[config.mk]
export PLATFORM = sky130hd
export DESIGN_NAME = uart_frame_decoder_flat
export DESIGN_NICKNAME = d
export VERILOG_FILES = /design/src/rtl/uart_frame_decoder_if.sv /design/src/rtl/uart_frame_decoder.sv /design/src/flat_wrapper.sv
export SDC_FILE = /design/constraint.sdc
export NUM_CORES = 1
export LEC_CHECK = 0
export CORE_UTILIZATION = 40
export CTS_BUF_LIST = sky130_fd_sc_hd__clkbuf_4
export CTS_CLUSTER_SIZE = 12
export DETAILED_ROUTE_END_ITERATION = 12
export HOLD_SLACK_MARGIN = 0.03
export SLEW_MARGIN = 20
export SYNTH_ARGS = -nofsm -noshare
export SYNTH_HDL_FRONTEND = slang
export SYNTH_SLANG_ARGS = --single-unit
[constraint.sdc]
create_clock -name aclk -period 3.9 [get_ports aclk]
set_input_delay 0.975 -clock aclk [delete_from_list [all_inputs] [get_ports aclk]]
set_output_delay 0.975 -clock aclk [all_outputs]
set_load 0.02 [all_outputs]
[src/rtl/uart_frame_decoder_if.sv]
// Byte-wide AXI-Stream link used on both sides of the UART frame decoder.
// tlast/tuser are only meaningful on the decoder output.
interface uart_frame_decoder_if;
    logic [7:0] tdata;
    logic       tkeep;
    logic       tvalid;
    logic       tready;
    logic       tlast;
    logic       tuser;

    modport master (output tdata, tkeep, tvalid, tlast, tuser, input tready);
    modport slave  (input tdata, tkeep, tvalid, tlast, tuser, output tready);
endinterface

[src/rtl/uart_frame_decoder.sv]
// Frame decoder for the UART rx byte stream: SOF, LEN, payload, CSUM.
// Emits each payload as one AXIS packet and counts good and bad frames.
module uart_frame_decoder #(
    parameter logic [7:0]  SOF_BYTE       = 8'h7E,
    parameter int unsigned TIMEOUT_CYCLES = 10000,
    parameter int unsigned CNT_WIDTH      = 16
) (
    input  logic                 aclk,
    input  logic                 areset_n,
    uart_frame_decoder_if.slave  s_axis,
    uart_frame_decoder_if.master m_axis,
    output logic [CNT_WIDTH-1:0] frame_ok_cnt,
    output logic [CNT_WIDTH-1:0] frame_err_cnt
);
    localparam int unsigned TW = $clog2(TIMEOUT_CYCLES + 1);
    localparam logic [TW-1:0] TimeoutVal = TW'(TIMEOUT_CYCLES);

    typedef enum logic [1:0] {StHunt, StLen, StPay, StCsum} state_e;

    state_e                state_q, state_d;
    logic [7:0]            len_q, len_d, cnt_q, cnt_d, sum_q, sum_d, pend_q, pend_d;
    logic                  bad_q, bad_d, pend_valid_q, pend_valid_d;
    logic [TW-1:0]         timer_q, timer_d;
    logic [7:0]            m_tdata_q, m_tdata_d;
    logic                  m_tvalid_q, m_tvalid_d, m_tlast_q, m_tlast_d, m_tuser_q, m_tuser_d;
    logic [CNT_WIDTH-1:0]  ok_q, ok_d, err_q, err_d;
    logic                  out_free, accept, timeout, bad_final;

    assign out_free = !m_tvalid_q || m_axis.tready;
    assign accept   = s_axis.tvalid && out_free;
    // An accepted byte always wins over a coincident timeout.
    assign timeout  = (state_q != StHunt) && (timer_q == TimeoutVal) && !accept && out_free;
    assign bad_final = bad_q || ((sum_q + s_axis.tdata) != 8'd0) || !s_axis.tkeep;

    assign s_axis.tready = out_free;
    assign m_axis.tdata  = m_tdata_q;
    assign m_axis.tvalid = m_tvalid_q;
    assign m_axis.tlast  = m_tlast_q;
    assign m_axis.tuser  = m_tuser_q;
    assign m_axis.tkeep  = 1'b1;
    assign frame_ok_cnt  = ok_q;
    assign frame_err_cnt = err_q;

    always_comb begin
        state_d      = state_q;
        len_d        = len_q;
        cnt_d        = cnt_q;
        sum_d        = sum_q;
        bad_d        = bad_q;
        pend_d       = pend_q;
        pend_valid_d = pend_valid_q;
        m_tdata_d    = m_tdata_q;
        m_tvalid_d   = m_tvalid_q && !m_axis.tready;
        m_tlast_d    = m_tlast_q;
        m_tuser_d    = m_tuser_q;
        ok_d         = ok_q;
        err_d        = err_q;

        if (state_q == StHunt || accept) begin
            timer_d = '0;
        end else if (timer_q != TimeoutVal) begin
            timer_d = timer_q + 1'b1;
        end else begin
            timer_d = timer_q;
        end

        unique case (state_q)
            StHunt: begin
                if (accept && s_axis.tkeep && s_axis.tdata == SOF_BYTE) state_d = StLen;
            end
            StLen: begin
                if (accept) begin
                    len_d        = s_axis.tdata;
                    cnt_d        = 8'd0;
                    sum_d        = s_axis.tdata;
                    bad_d        = !s_axis.tkeep;
                    pend_valid_d = 1'b0;
                    state_d      = (s_axis.tdata == 8'd0) ? StCsum : StPay;
                end
            end
            StPay: begin
                if (accept) begin
                    sum_d = sum_q + s_axis.tdata;
                    bad_d = bad_q || !s_axis.tkeep;
                    if (pend_valid_q) begin
                        m_tdata_d  = pend_q;
                        m_tvalid_d = 1'b1;
                        m_tlast_d  = 1'b0;
                        m_tuser_d  = 1'b0;
                    end
                    pend_d       = s_axis.tdata;
                    pend_valid_d = 1'b1;
                    cnt_d        = cnt_q + 8'd1;
                    if (cnt_q == len_q - 8'd1) state_d = StCsum;
                end
            end
            StCsum: begin
                if (accept) begin
                    if (len_q != 8'd0) begin
                        m_tdata_d  = pend_q;
                        m_tvalid_d = 1'b1;
                        m_tlast_d  = 1'b1;
                        m_tuser_d  = bad_final;
                    end
                    pend_valid_d = 1'b0;
                    if (bad_final) begin
                        if (err_q != '1) err_d = err_q + 1'b1;
                    end else if (ok_q != '1) begin
                        ok_d = ok_q + 1'b1;
                    end
                    state_d = StHunt;
                end
            end
            default: state_d = StHunt;
        endcase

        // Abort a stalled frame: flush the held byte as a bad last beat.
        if (timeout) begin
            if (pend_valid_q) begin
                m_tdata_d  = pend_q;
                m_tvalid_d = 1'b1;
                m_tlast_d  = 1'b1;
                m_tuser_d  = 1'b1;
            end
            pend_valid_d = 1'b0;
            if (err_q != '1) err_d = err_q + 1'b1;
            state_d = StHunt;
        end
    end

    always_ff @(posedge aclk or negedge areset_n) begin
        if (!areset_n) begin
            state_q      <= StHunt;
            len_q        <= 8'd0;
            cnt_q        <= 8'd0;
            sum_q        <= 8'd0;
            bad_q        <= 1'b0;
            pend_q       <= 8'd0;
            pend_valid_q <= 1'b0;
            timer_q      <= '0;
            m_tdata_q    <= 8'd0;
            m_tvalid_q   <= 1'b0;
            m_tlast_q    <= 1'b0;
            m_tuser_q    <= 1'b0;
            ok_q         <= '0;
            err_q        <= '0;
        end else begin
            state_q      <= state_d;
            len_q        <= len_d;
            cnt_q        <= cnt_d;
            sum_q        <= sum_d;
            bad_q        <= bad_d;
            pend_q       <= pend_d;
            pend_valid_q <= pend_valid_d;
            timer_q      <= timer_d;
            m_tdata_q    <= m_tdata_d;
            m_tvalid_q   <= m_tvalid_d;
            m_tlast_q    <= m_tlast_d;
            m_tuser_q    <= m_tuser_d;
            ok_q         <= ok_d;
            err_q        <= err_d;
        end
    end
endmodule

[src/flat_wrapper.sv]
// flat-port wrapper written by rule: the top's interface ports become plain ports
module uart_frame_decoder_flat 
#(
    parameter logic [7:0]  SOF_BYTE       = 8'h7E,
    parameter int unsigned TIMEOUT_CYCLES = 10000,
    parameter int unsigned CNT_WIDTH      = 16
)
  (aclk, areset_n, frame_ok_cnt, frame_err_cnt, s_axis_tdata, s_axis_tkeep, s_axis_tvalid, s_axis_tlast, s_axis_tuser, s_axis_tready, m_axis_tdata, m_axis_tkeep, m_axis_tvalid, m_axis_tlast, m_axis_tuser, m_axis_tready);
  uart_frame_decoder_if s_axis_i ();
  uart_frame_decoder_if m_axis_i ();
  input  logic aclk;
  input  logic areset_n;
  output logic [CNT_WIDTH-1:0] frame_ok_cnt;
  output logic [CNT_WIDTH-1:0] frame_err_cnt;
  input wire logic [$bits(s_axis_i.tdata)-1:0] s_axis_tdata;
  input wire logic [$bits(s_axis_i.tkeep)-1:0] s_axis_tkeep;
  input wire logic [$bits(s_axis_i.tvalid)-1:0] s_axis_tvalid;
  input wire logic [$bits(s_axis_i.tlast)-1:0] s_axis_tlast;
  input wire logic [$bits(s_axis_i.tuser)-1:0] s_axis_tuser;
  output wire logic [$bits(s_axis_i.tready)-1:0] s_axis_tready;
  output wire logic [$bits(m_axis_i.tdata)-1:0] m_axis_tdata;
  output wire logic [$bits(m_axis_i.tkeep)-1:0] m_axis_tkeep;
  output wire logic [$bits(m_axis_i.tvalid)-1:0] m_axis_tvalid;
  output wire logic [$bits(m_axis_i.tlast)-1:0] m_axis_tlast;
  output wire logic [$bits(m_axis_i.tuser)-1:0] m_axis_tuser;
  input wire logic [$bits(m_axis_i.tready)-1:0] m_axis_tready;
  assign s_axis_i.tdata = s_axis_tdata;
  assign s_axis_i.tkeep = s_axis_tkeep;
  assign s_axis_i.tvalid = s_axis_tvalid;
  assign s_axis_i.tlast = s_axis_tlast;
  assign s_axis_i.tuser = s_axis_tuser;
  assign s_axis_tready = s_axis_i.tready;
  assign m_axis_tdata = m_axis_i.tdata;
  assign m_axis_tkeep = m_axis_i.tkeep;
  assign m_axis_tvalid = m_axis_i.tvalid;
  assign m_axis_tlast = m_axis_i.tlast;
  assign m_axis_tuser = m_axis_i.tuser;
  assign m_axis_i.tready = m_axis_tready;
  uart_frame_decoder #(.SOF_BYTE(SOF_BYTE), .TIMEOUT_CYCLES(TIMEOUT_CYCLES), .CNT_WIDTH(CNT_WIDTH)) u_core (.aclk(aclk), .areset_n(areset_n), .s_axis(s_axis_i), .m_axis(m_axis_i), .frame_ok_cnt(frame_ok_cnt), .frame_err_cnt(frame_err_cnt));
endmodule
# Word level (Yosys, flattened, before mapping)
# Cells that the tools add are included.
[op_classes]
n_mux = 57
n_shift = 0
mul = 0
n_div = 0
n_addsub = 6
eq_ne = 17
reduce_logical = 31
bitwise = 1
magnitude_cmp = 0
[op_table]
columns = ["operator", "n"]
rows = [
  ["16-bit two-way mux", 6],
  ["8-bit two-way mux", 10],
  ["8-bit one-hot mux with 2 select lines", 3],
  ["16-bit by 1-bit adder with 16-bit output, second input constant", 2],
  ["16-bit inequality test, second input constant", 2],
  ["14-bit two-way mux", 2],
  ["1-bit two-way mux", 24],
  ["8-bit nonzero test", 2],
  ["3-bit by 1-bit inequality test with 1-bit output, second input constant", 5],
  ["14-bit by 1-bit adder with 14-bit output, second input constant", 1],
  ["14-bit equality test, second input constant", 1],
  ["14-bit inequality test, second input constant", 1],
  ["2-bit two-way mux", 6],
  ["1-bit one-hot mux with 2 select lines", 5],
  ["8-bit by 1-bit adder with 8-bit output, second input constant", 1],
  ["8-bit adder", 1],
  ["8-bit by 7-bit equality test with 1-bit output, second input constant", 1],
  ["8-bit equality test", 1],
  ["8-bit zero test", 1],
  ["2-bit one-hot mux with 4 select lines", 1],
  ["8-bit by 1-bit subtractor with 8-bit output, second input constant", 1],
  ["1-bit logical AND", 7],
  ["3-bit AND reduction", 2],
  ["2-bit nonzero test", 3],
  ["13 further kinds", 23],
]
[totals]
ff_bits = 93
wordCells = 126
out_inout_bits = 45
input_bits = 15
n_memories = 0
latchBits = 0
ramBits = 0
romBits = 0

# Longest topological paths before layout
# Gate-level depths: netlist of run 1.
[logic_depth]
ltp_word = 9
depth_mapped = 10

# Worst setup path after synthesis of run 1
# Ideal clock, no wire load.
[synth_timing]
path_type = "input to register"
start = "in s_axis_tdata[0]"
end = "reg u_core.err_q[1], in the netlist u_core.frame_err_cnt[1]"
arrival_ps = 3395
path_slack_ps = 381
stages = 9
n_path_buf = 0
path_cell_list = "ha_1 -> fa_1 -> a211o_1 -> and3_1 -> o311ai_1 -> a2111oi_4 -> o22ai_2 -> and2_1 -> mux2_2"
[synth_between]
elab_chain_cells = 9
[synth_lines]
columns = ["item", "line_no", "rtl"]
rows = [
  ["start: declaration", "flat_wrapper.sv:15", "input wire logic [$bits(s_axis_i.tdata)-1:0] s_axis_tdata;"],
  ["8-bit adder (*)", "uart_frame_decoder.sv:33", "assign bad_final = bad_q || ((sum_q + s_axis.tdata) != 8'd0) || !s_axis.tkeep;"],
  ["8-bit nonzero test (*)", "uart_frame_decoder.sv:33", ""],
  ["1-bit logical OR (*) (2 in a row)", "uart_frame_decoder.sv:33", ""],
  ["16-bit two-way mux (*)", "uart_frame_decoder.sv:106", "if (bad_final) begin"],
  ["16-bit two-way mux (*)", "uart_frame_decoder.sv:98", "if (accept) begin"],
  ["16-bit two-way mux (*)", "uart_frame_decoder.sv:67", "unique case (state_q)"],
  ["16-bit two-way mux", "uart_frame_decoder.sv:126", "if (err_q != '1) err_d = err_q + 1'b1;"],
  ["16-bit two-way mux (*)", "uart_frame_decoder.sv:118", "if (timeout) begin"],
  ["via u_core.err_d[1]", "uart_frame_decoder.sv:26", "logic [CNT_WIDTH-1:0] ok_q, ok_d, err_q, err_d;"],
  ["end signal: assignment", "uart_frame_decoder.sv:161", "err_q <= err_d;"],
  ["end: declaration", "uart_frame_decoder.sv:26", ""],
]
# Mark *: on every way through the listed nets, which the timed path passes. The rest lies on a longest branch.
# A chain may end at the register's enable or synchronous reset.

# Worst setup path in the final report of run 1
# Ends and elaborated chain as after synthesis.

==> results of run 1 <==
## per-layer routing
metal,global-route usage,wire length [um],up-vias
li1,-,-,1914
met3,0.0266,312,14
met1,0.267,5640,1936
met2,0.289,5180,49
met4,0.0684,186,0
met5,0,0,-
## metrics by stage
stage	area [um2]	util	setup TNS, ns	cells
floorplan	5010	-	0	485
global placement	5940	0.490	-7.87	724
detailed placement	5940	0.490	-8.75	724
CTS	6090	0.503	0	740
global route	6110	0.505	0	740
finish	6110	0.505	0	740
## cell type report
| class | instances | area share |
|---|---|---|
| multi-input cells | 360 | 0.421 |
| well taps | 168 | 0.0344 |
| inverters | 19 | 0.0117 |
| flip-flops and latches | 93 | 0.381 |
| clock inverters | 7 | 0.0139 |
| clock buffers | 9 | 0.0110 |
| repair buffers | 84 | 0.128 |
## worst max-delay path, stage by stage
cell,delay [ns]
clkdlybuf4s50_1,0.42
ha_1,0.25
fa_1,0.42
a211o_1,0.31
and3_1,0.22
o311ai_1,0.28
buf_4,0.17
a2111oi_4,0.03
buf_4,0.18
o22ai_2,0.28
and2_1,0.22
mux2_2,0.34
## power by group
group | switching, mW | internal [mW]
Combinational | 0.916 | 0.807
Clock | 0.365 | 0.211
Sequential | 0.219 | 1.21
Total | 1.50 | 2.23
## what timing repair did
item                                    in CTS  in global routing
endpoints found under the setup margin       0                 19
hold buffers                                 0                  0
gates resized for setup                      0                  4
hold endpoints to repair                     0                  0
## synthesized netlist by cell type, drive strengths merged (2+ instances only)
master	count	share of area
a2111oi	2	0.0072
o21ai	25	0.026
nor2	34	0.025
a21oi	12	0.012
nor3	8	0.0090
xor2	32	0.056
mux2	20	0.045
buf	3	0.0047
a211oi	4	0.0070
nand2b	3	0.0037
or3	5	0.0062
nand3	27	0.027
a31oi	4	0.0050
nor4	13	0.020
o211ai	3	0.0045
ha	18	0.045
or2	2	0.0025
o21a	2	0.0030
inv	19	0.014
nor2b	6	0.0075
o22ai	2	0.0037
a22o	8	0.014
nor4b	3	0.0052
xnor2	20	0.035
nand4	20	0.025
and3	15	0.019
a21o	2	0.0030
dfrtp	93	0.46
nand2	35	0.026
a211o	3	0.0052
nor3b	2	0.0030
mux2i	8	0.016
o311ai	3	0.0087
and2	5	0.0062
clkbuf	10	0.0075
## state kept, by name, summed over array words and instances, names as in the netlist
register / cells
u_core.bad_q: 1
u_core.cnt_q: 8
u_core.frame_err_cnt: 16
u_core.frame_ok_cnt: 16
u_core.len_q: 8
u_core.m_axis.tdata: 8
u_core.m_axis.tlast: 1
u_core.m_axis.tuser: 1
u_core.m_axis.tvalid: 1
u_core.pend_q: 8
u_core.pend_valid_q: 1
u_core.state_q: 2
u_core.sum_q: 8
u_core.timer_q: 14
## worst min-delay path by stage
stage | from | to | slack, ns
after global routing | areset_n | u_core.pend_q[4] | 0.53
after floorplan | u_core.sum_q[3] | u_core.sum_q[3] | 0.44
final | u_core.sum_q[4] | u_core.sum_q[4] | 0.50
after CTS | areset_n | u_core.pend_q[0] | 0.50
after global placement | u_core.sum_q[3] | u_core.sum_q[3] | 0.47
after detailed placement | u_core.sum_q[3] | u_core.sum_q[3] | 0.47
## cells by family after synthesis
family	count (synthesis)
and+or+nand+nor	181
DFF	93
xor gates and xnor gates	52
muxes	28
adders and majority gates	19
other	1
AOI/OAI and AO/OA	79
buffers and inverters	32
==> results_dict.tcl, run 1 <==
set metrics [dict create \
    status "finished clean" \
    final_cell_mix "93 x dfrtp_1, 55 x clkdlybuf4s50_1, 35 x nand2_1" \
    cp_data_required_time_ns 4.26 \
    coreArea_um2 12100 \
    grt_pass1_wl_um 19100 \
    yosys.area_share.adder 0.0490 \
    num-fill-cells 1173 \
    wire_per_inst_um 15.3 \
    arrival_ns 4.09 \
    grt-ovfl-total 0 \
    antenna_cells 0 \
    design.portCount 60 \
    period_minus_slack_ns 3.73 \
    setup_viol 0 \
    cts_root_buffer "clkbuf_4" \
    worstHoldPathCells 2 \
    fmax_mhz 268 \
    cp-end-kind "flip-flop" \
    routabilityCongestion 0.802 \
    synthArstFlopShare 1.00 \
    hold_class "reg2reg" \
    relSlewSlack 0.387 \
    cts_tree "done" \
    port_buffers 56 \
    yosys.area_share.simple 0.192 \
    antenna_found_initial 0 \
    dieHeight_um 114 \
    yosys_warnings 0 \
    synth_top_family_by_area "simple AND/OR/NAND/NOR gates" \
    clock-sinks 93 \
    initial_core_util 0.413 \
    start_kind "input pin" \
    htree_levels 3 \
    rows 40 \
    final_common_cell "dfrtp_1" \
    rsz0062_at_grt "no" \
    die_area_um2 13000 \
    ys_ff_latch 93 \
    drc 0 \
    clk_latency_ns 0.47 \
    synth-compound-area-share 0.115 \
    num_vias 3913 \
    worstReg2RegEnd "u_core.frame_err_cnt[1]" \
    netlist_instances 485 \
    synth_edf_count 0 \
    cts_setup_buffers 0 \
    drt_wl_total_um 11300 \
    grtUsageTotal 0.186 \
    dp_hpwl_um 8060 \
    p_leak_nw 2.70 \
    dp_slack_ns -0.359 \
    power_density_nw_per_um2 610 \
    yosysSeqAreaShare 0.465 \
    setup.worst_path.class "in2reg" \
    synth_area_um2 5010 \
    skew_ns 0.0282 \
    drt_iter0_markers 185 \
    crit_fanout 8 \
    first_pass_iters 4 \
    hold_viol 0 \
    nets 601 \
    drv_slew 0 \
    grt_pass1_vias 3781 \
    peakVddDrop_mv 0.361 \
    multi_input_area_um2 2570 \
    r2r_start "u_core.sum_q[0]" \
    layout_setup_ws_ns 0.168 \
    cts_buffers 9 \
    ys.flop_type "dfrtp_1" \
    hold_ws_ns 0.500 \
    reg2regPathDepth 11 \
    power_mw 3.73 \
    drive_gt1_frac 0.142 \
    timing.final.crit_share 0.957 \
    synth_xor_area_frac 0.0910 \
    crit_path_start "s_axis_tdata[0]" \
    syn2layout_area_growth_pct 22.1 \
    drtAntennaViolNets 0 \
    max_slew.worst_pin.slew_ns 0.916 \
    synthMuxAreaShare 0.0610 \
    die_w_um 114 \
    synth_fp_nets 519 \
    ys_types 61 \
    synth.avg_cell_area_um2 10.3 \
    seq_area_um2 2330 \
    crit_end "u_core.frame_err_cnt[1]" \
    viasPerCell 5.29 \
    drv_cap 0 \
    r2r_slack_ns 0.71 \
    grt_start_max_net_pins 50 \
    clkTransAtPathRegs_ns 0.15 \
    clk_path_buf_depth 2 \
]
Note: power is estimated with default switching activity, not from simulation.
==> run 2, diff against run 1 <==
ABC_AREA = 1   (was not set)
==> results_dict.tcl, run 2 <==
set metrics [dict create \
    synth_area_um2 5580 \
    grt_pass1_vias 4698 \
    yosys.area_share.simple 0.320 \
    synthArstFlopShare 1.00 \
    synth.avg_cell_area_um2 7.40 \
    status "finished clean" \
    port_buffers 56 \
    num_vias 4988 \
    nets 850 \
    hold_viol 0 \
    hold_class "in2async" \
    power_frac_clock 0.143 \
    clkTransAtPathRegs_ns 0.16 \
    ys.flop_type "dfrtp_1" \
    ys_top_cells_by_area "dfrtp_1 42%, nand2_1 14%, inv_1 7.7%" \
    crit_path_start "m_axis_tready" \
    crit_fanout 5 \
    relSlewSlack 0.521 \
    power.switching_mw 1.81 \
    grt-ovfl-total 0 \
    grt_start_max_net_pins 48 \
    viasPerCell 5.00 \
    antenna_found_initial 1 \
    drt_wl_total_um 12800 \
    cp_data_required_time_ns 2.92 \
    synth_xor_area_frac 0.0424 \
    timing.final.crit_share 0.818 \
    synth-compound-area-share 0.0890 \
    syn2layout_area_growth_pct 16.5 \
    design.portCount 60 \
    period_minus_slack_ns 3.19 \
    ys_types 42 \
    die_area_um2 14400 \
    drive_gt1_frac 0.0646 \
    cts_tree "done" \
    htree_levels 3 \
    synth_common_cells "214 x nand2_1, 114 x inv_1, 93 x dfrtp_1, 62 x nor2_1, 59 x nand3_1" \
    p_int_mw 2.17 \
    peakVddDrop_mv 0.260 \
    skew_ns 0.0169 \
    yosys_warnings 0 \
    yosys.area_share.adder 0.0439 \
    multi_input_area_um2 2770 \
    synth_top_cell_by_area "dfrtp_1" \
    r2r_slack_ns 1.48 \
    yosysSeqAreaShare 0.417 \
    final_cell_mix "214 x nand2_1, 114 x inv_1, 93 x dfrtp_1" \
    cts_resized 0 \
    arrival_ns 2.22 \
    cts_root_buffer "clkbuf_4" \
    tns_ns 0 \
    power_mw 3.98 \
    grtUsageTotal 0.191 \
    clk_path_buf_depth 2 \
    power_density_nw_per_um2 612 \
    dp_hpwl_um 9670 \
    seqPwrFrac 0.363 \
    netlist_instances 754 \
    final_common_cell "nand2_1" \
    synth_fp_nets 788 \
    hold_buffers 0 \
    drv_slew 0 \
    setup_viol 0 \
    switching_share 0.454 \
    start_kind "input pin" \
    cts_buffers 9 \
    fmax_mhz 313 \
    synth_edf_count 0 \
    ys_ff_latch 93 \
    initial_core_util 0.416 \
    dieHeight_um 120 \
    die_w_um 120 \
    coreArea_um2 13400 \
    clk_latency_ns 0.47 \
    seq_area_um2 2330 \
    routabilityCongestion 0.836 \
    drc 0 \
    setup.worst_path.class "in2out" \
    synth_top_family_by_area "simple AND/OR/NAND/NOR gates" \
    max_slew.worst_pin.slew_ns 0.709 \
    combPwrFrac 0.494 \
    synthMuxAreaShare 0 \
    cp-end-kind "primary output" \
    cts_setup_buffers 0 \
    rsz0062_at_grt "no" \
    num-fill-cells 1393 \
    p_leak_nw 3.25 \
    first_pass_iters 5 \
    synth_most_common_cell "nand2_1" \
    drtAntennaViolNets 0 \
    synth_top_cell_area_share 0.417 \
    grt_pass1_wl_um 22200 \
    utilization 0.485 \
    drv_cap 0 \
    wire_per_inst_um 12.8 \
    r2r_start "u_core.sum_q[0]" \
    drt_iter0_markers 351 \
    clock-sinks 93 \
    rows 42 \
]
[run 2: cells by family after synthesis]
group / after synthesis
simple gates: 398
other cells: 1
xor+xnor: 27
fa+ha+maj: 19
flops: 93
compound gates: 90
buf+inv: 126
[run 2: per-layer routing]
| metal | routed length (um) | vias up | GRT usage | part of all wire |
|---|---|---|---|---|
| li1 | - | 2519 | - | - |
| met2 | 5730 | 111 | 0.295 | 0.45 |
| met4 | 212 | 0 | 0.0727 | 0.017 |
| met1 | 6400 | 2342 | 0.271 | 0.50 |
| met5 | 0 | - | 0 | 0 |
| met3 | 449 | 16 | 0.0257 | 0.035 |
[run 2: layout make-up]
| class | instances | share of cell area |
|---|---|---|
| Multi-Input combinational cell | 535 | 0.425 |
| Clock buffer | 9 | 0.0104 |
| Clock inverter | 7 | 0.0123 |
| Antenna cell | 1 | 0.000385 |
| Timing Repair Buffer | 60 | 0.0923 |
| Inverter | 117 | 0.0675 |
| Tap cell | 176 | 0.0339 |
| Sequential cell | 93 | 0.358 |
[run 2: metrics by stage]
step,hold slack [ns],worst slack [ns],instance area (um2),std cells
floorplan,0.442,1.12,5580,754
global placement,0.457,0.427,6350,981
detailed placement,0.456,0.381,6350,981
CTS,0.486,0.708,6500,997
global route,0.505,0.685,6500,998
finish,0.488,0.709,6500,998
[run 2: worst paths after layout]
check	cells past startpoint	to
worst max register to register	11	u_core.frame_ok_cnt[6]
worst max-delay path	4	s_axis_tready
min in group aclk	2	u_core.m_axis.tdata[3]
worst min-delay path	1	u_core.timer_q[9]
max in group asynchronous	2	u_core.frame_err_cnt[13]
worst min register to register	2	u_core.m_axis.tdata[3]
[run 2: power by group through the flow]
stage          combinational (mW)  clock, mW  sequential, mW
2_1_floorplan                1.32          0            1.51
3_3_place_gp                 1.90          0            1.45
3_5_place_dp                 1.96          0            1.46
4_1_cts                      1.97      0.594            1.44
5_1_grt                      2.24      0.629            1.48
6_report                     1.96      0.570            1.44
[run 2: worst max-delay path: stages]
cell and delay, ns:
clkdlybuf4s50_1 0.45, inv_1 0.04, nand2_2 0.12, clkdlybuf4s50_1 0.62
==> run 3, diff against run 2 <==
clock period = 2.9 ns   (was 3.9 ns; I/O delays follow)
==> results_dict.tcl, run 3 (synthesized netlist as in run 2, its figures left out) <==
set metrics [dict create \
    period_minus_slack_ns 2.68 \
    p_leak_nw 3.35 \
    clock-sinks 93 \
    hold_buffers 0 \
    grt_start_max_net_pins 52 \
    num_vias 4965 \
    crit_family "buffers and inverters" \
    setup.worst_path.class "in2out" \
    wire_per_inst_um 12.7 \
    die_area_um2 14400 \
    rows 42 \
    crit_fanout 5 \
    cts_tree "done" \
    cts_root_buffer "clkbuf_4" \
    seq_area_um2 2330 \
    dieHeight_um 120 \
    power_density_nw_per_um2 818 \
    final_common_cell "nand2_1" \
    arrival_ns 1.96 \
    cp-end-kind "primary output" \
    drv_slew 0 \
    cts_buffers 9 \
    drt_iter0_markers 343 \
    clk_path_buf_depth 2 \
    start_kind "input pin" \
    viasPerCell 4.90 \
    r2r_start "u_core.sum_q[0]" \
    cp_slowest_cell "clkdlybuf4s50_1" \
    setup_viol 0 \
    port_buffers 56 \
    grt-ovfl-total 0 \
    first_pass_iters 5 \
    clkTransAtPathRegs_ns 0.14 \
    reg2regPathDepth 11 \
    r2r_slack_ns 0.55 \
    cts_setup_buffers 0 \
    rsz0062_at_grt "no" \
    status "finished clean" \
    num-fill-cells 1311 \
    crit_path_max_incr_delay_ns 0.62 \
    layout_setup_ws_ns 0.216 \
    grtUsageTotal 0.190 \
    cp_num_buf_inv 3 \
    hold_class "in2async" \
    cp_common_cell "clkdlybuf4s50_1" \
    utilization 0.495 \
    clk_latency_ns 0.47 \
    final_cell_mix "214 x nand2_1, 114 x inv_1, 93 x dfrtp_1" \
    cp_data_required_time_ns 2.17 \
    dp_hpwl_um 9820 \
    peakVddDrop_mv 0.294 \
    die_w_um 120 \
    worstReg2RegEnd "u_core.frame_ok_cnt[6]" \
    hold_ws_ns 0.227 \
    skew_ns 0.0127 \
    max_slew.worst_pin.slew_ns 0.632 \
    hold_viol 0 \
    nets 868 \
    drtAntennaViolNets 0 \
    multi_input_area_um2 2770 \
    dp_slack_ns -0.291 \
    drive_gt1_frac 0.0823 \
    path_cells "clkdlybuf4s50_1 -> inv_1 -> nand2_2 -> clkdlybuf4s50_1" \
    power_mw 5.43 \
    initial_core_util 0.416 \
    antenna_cells 0 \
    htree_levels 3 \
    coreArea_um2 13400 \
    grt_pass1_wl_um 22000 \
    drc 0 \
    routabilityCongestion 0.822 \
    timing.final.crit_share 0.925 \
    drt_wl_total_um 12900 \
    syn2layout_area_growth_pct 18.9 \
    cts_resized 0 \
    relSlewSlack 0.573 \
    fmax_mhz 373 \
    drv_cap 0 \
    grt_pass1_vias 4671 \
    antenna_found_initial 0 \
    design.portCount 60 \
]
[run 3: cell count changes in the layout (fill, tap and decap cells not counted), moves of 2 or more]
cell	before	now
buf_4	4	22
clkinvlp_4	2	0
inv_6	3	0
clkinv_2	0	3
[run 3: worst max path at each step]
stage | startpoint | to | slack (ns) | depth (start not counted)
after floorplan | s_axis_tdata[0] | u_core.frame_ok_cnt[6] | 0.37 | 11
after global placement | s_axis_tdata[0] | u_core.frame_ok_cnt[6] | -0.25 | 12
after detailed placement | s_axis_tdata[0] | u_core.frame_ok_cnt[6] | -0.29 | 12
after CTS | m_axis_tready | s_axis_tready | 0.21 | 4
after global routing | s_axis_tdata[0] | u_core.frame_ok_cnt[9] | 0.05 | 14
final | m_axis_tready | s_axis_tready | 0.22 | 4
[run 3: cell type report]
| cell class | instances | share of cell area |
|---|---|---|
| clock inverters | 6 | 0.0119 |
| clock buffers | 9 | 0.0102 |
| flip-flops and latches | 93 | 0.351 |
| repair buffers | 78 | 0.111 |
| multi-input cells | 535 | 0.417 |
| well taps | 176 | 0.0332 |
| inverters | 117 | 0.0662 |
[run 3: stage by stage]
stage,cells,setup TNS (ns),instance area [um2]
detailed placement,999,-6.96,6490
global placement,999,-5.70,6490
CTS,1014,0,6640
global route,1014,0,6640
finish,1014,0,6640
floorplan,754,0,5580
[run 3: routing by layer]
metal,global-route usage,vias up,part of all wire
met5,0,-,0
met4,0.0727,0,0.017
met3,0.0261,13,0.028
met2,0.303,80,0.45
met1,0.262,2305,0.50
li1,-,2567,-
[run 3: where the power goes]
part | internal (mW) | total, mW | switching, mW
registers | 1.64 | 1.94 | 0.299
logic | 1.06 | 2.69 | 1.64
clock network | 0.338 | 0.796 | 0.458
total | 3.03 | 5.43 | 2.40
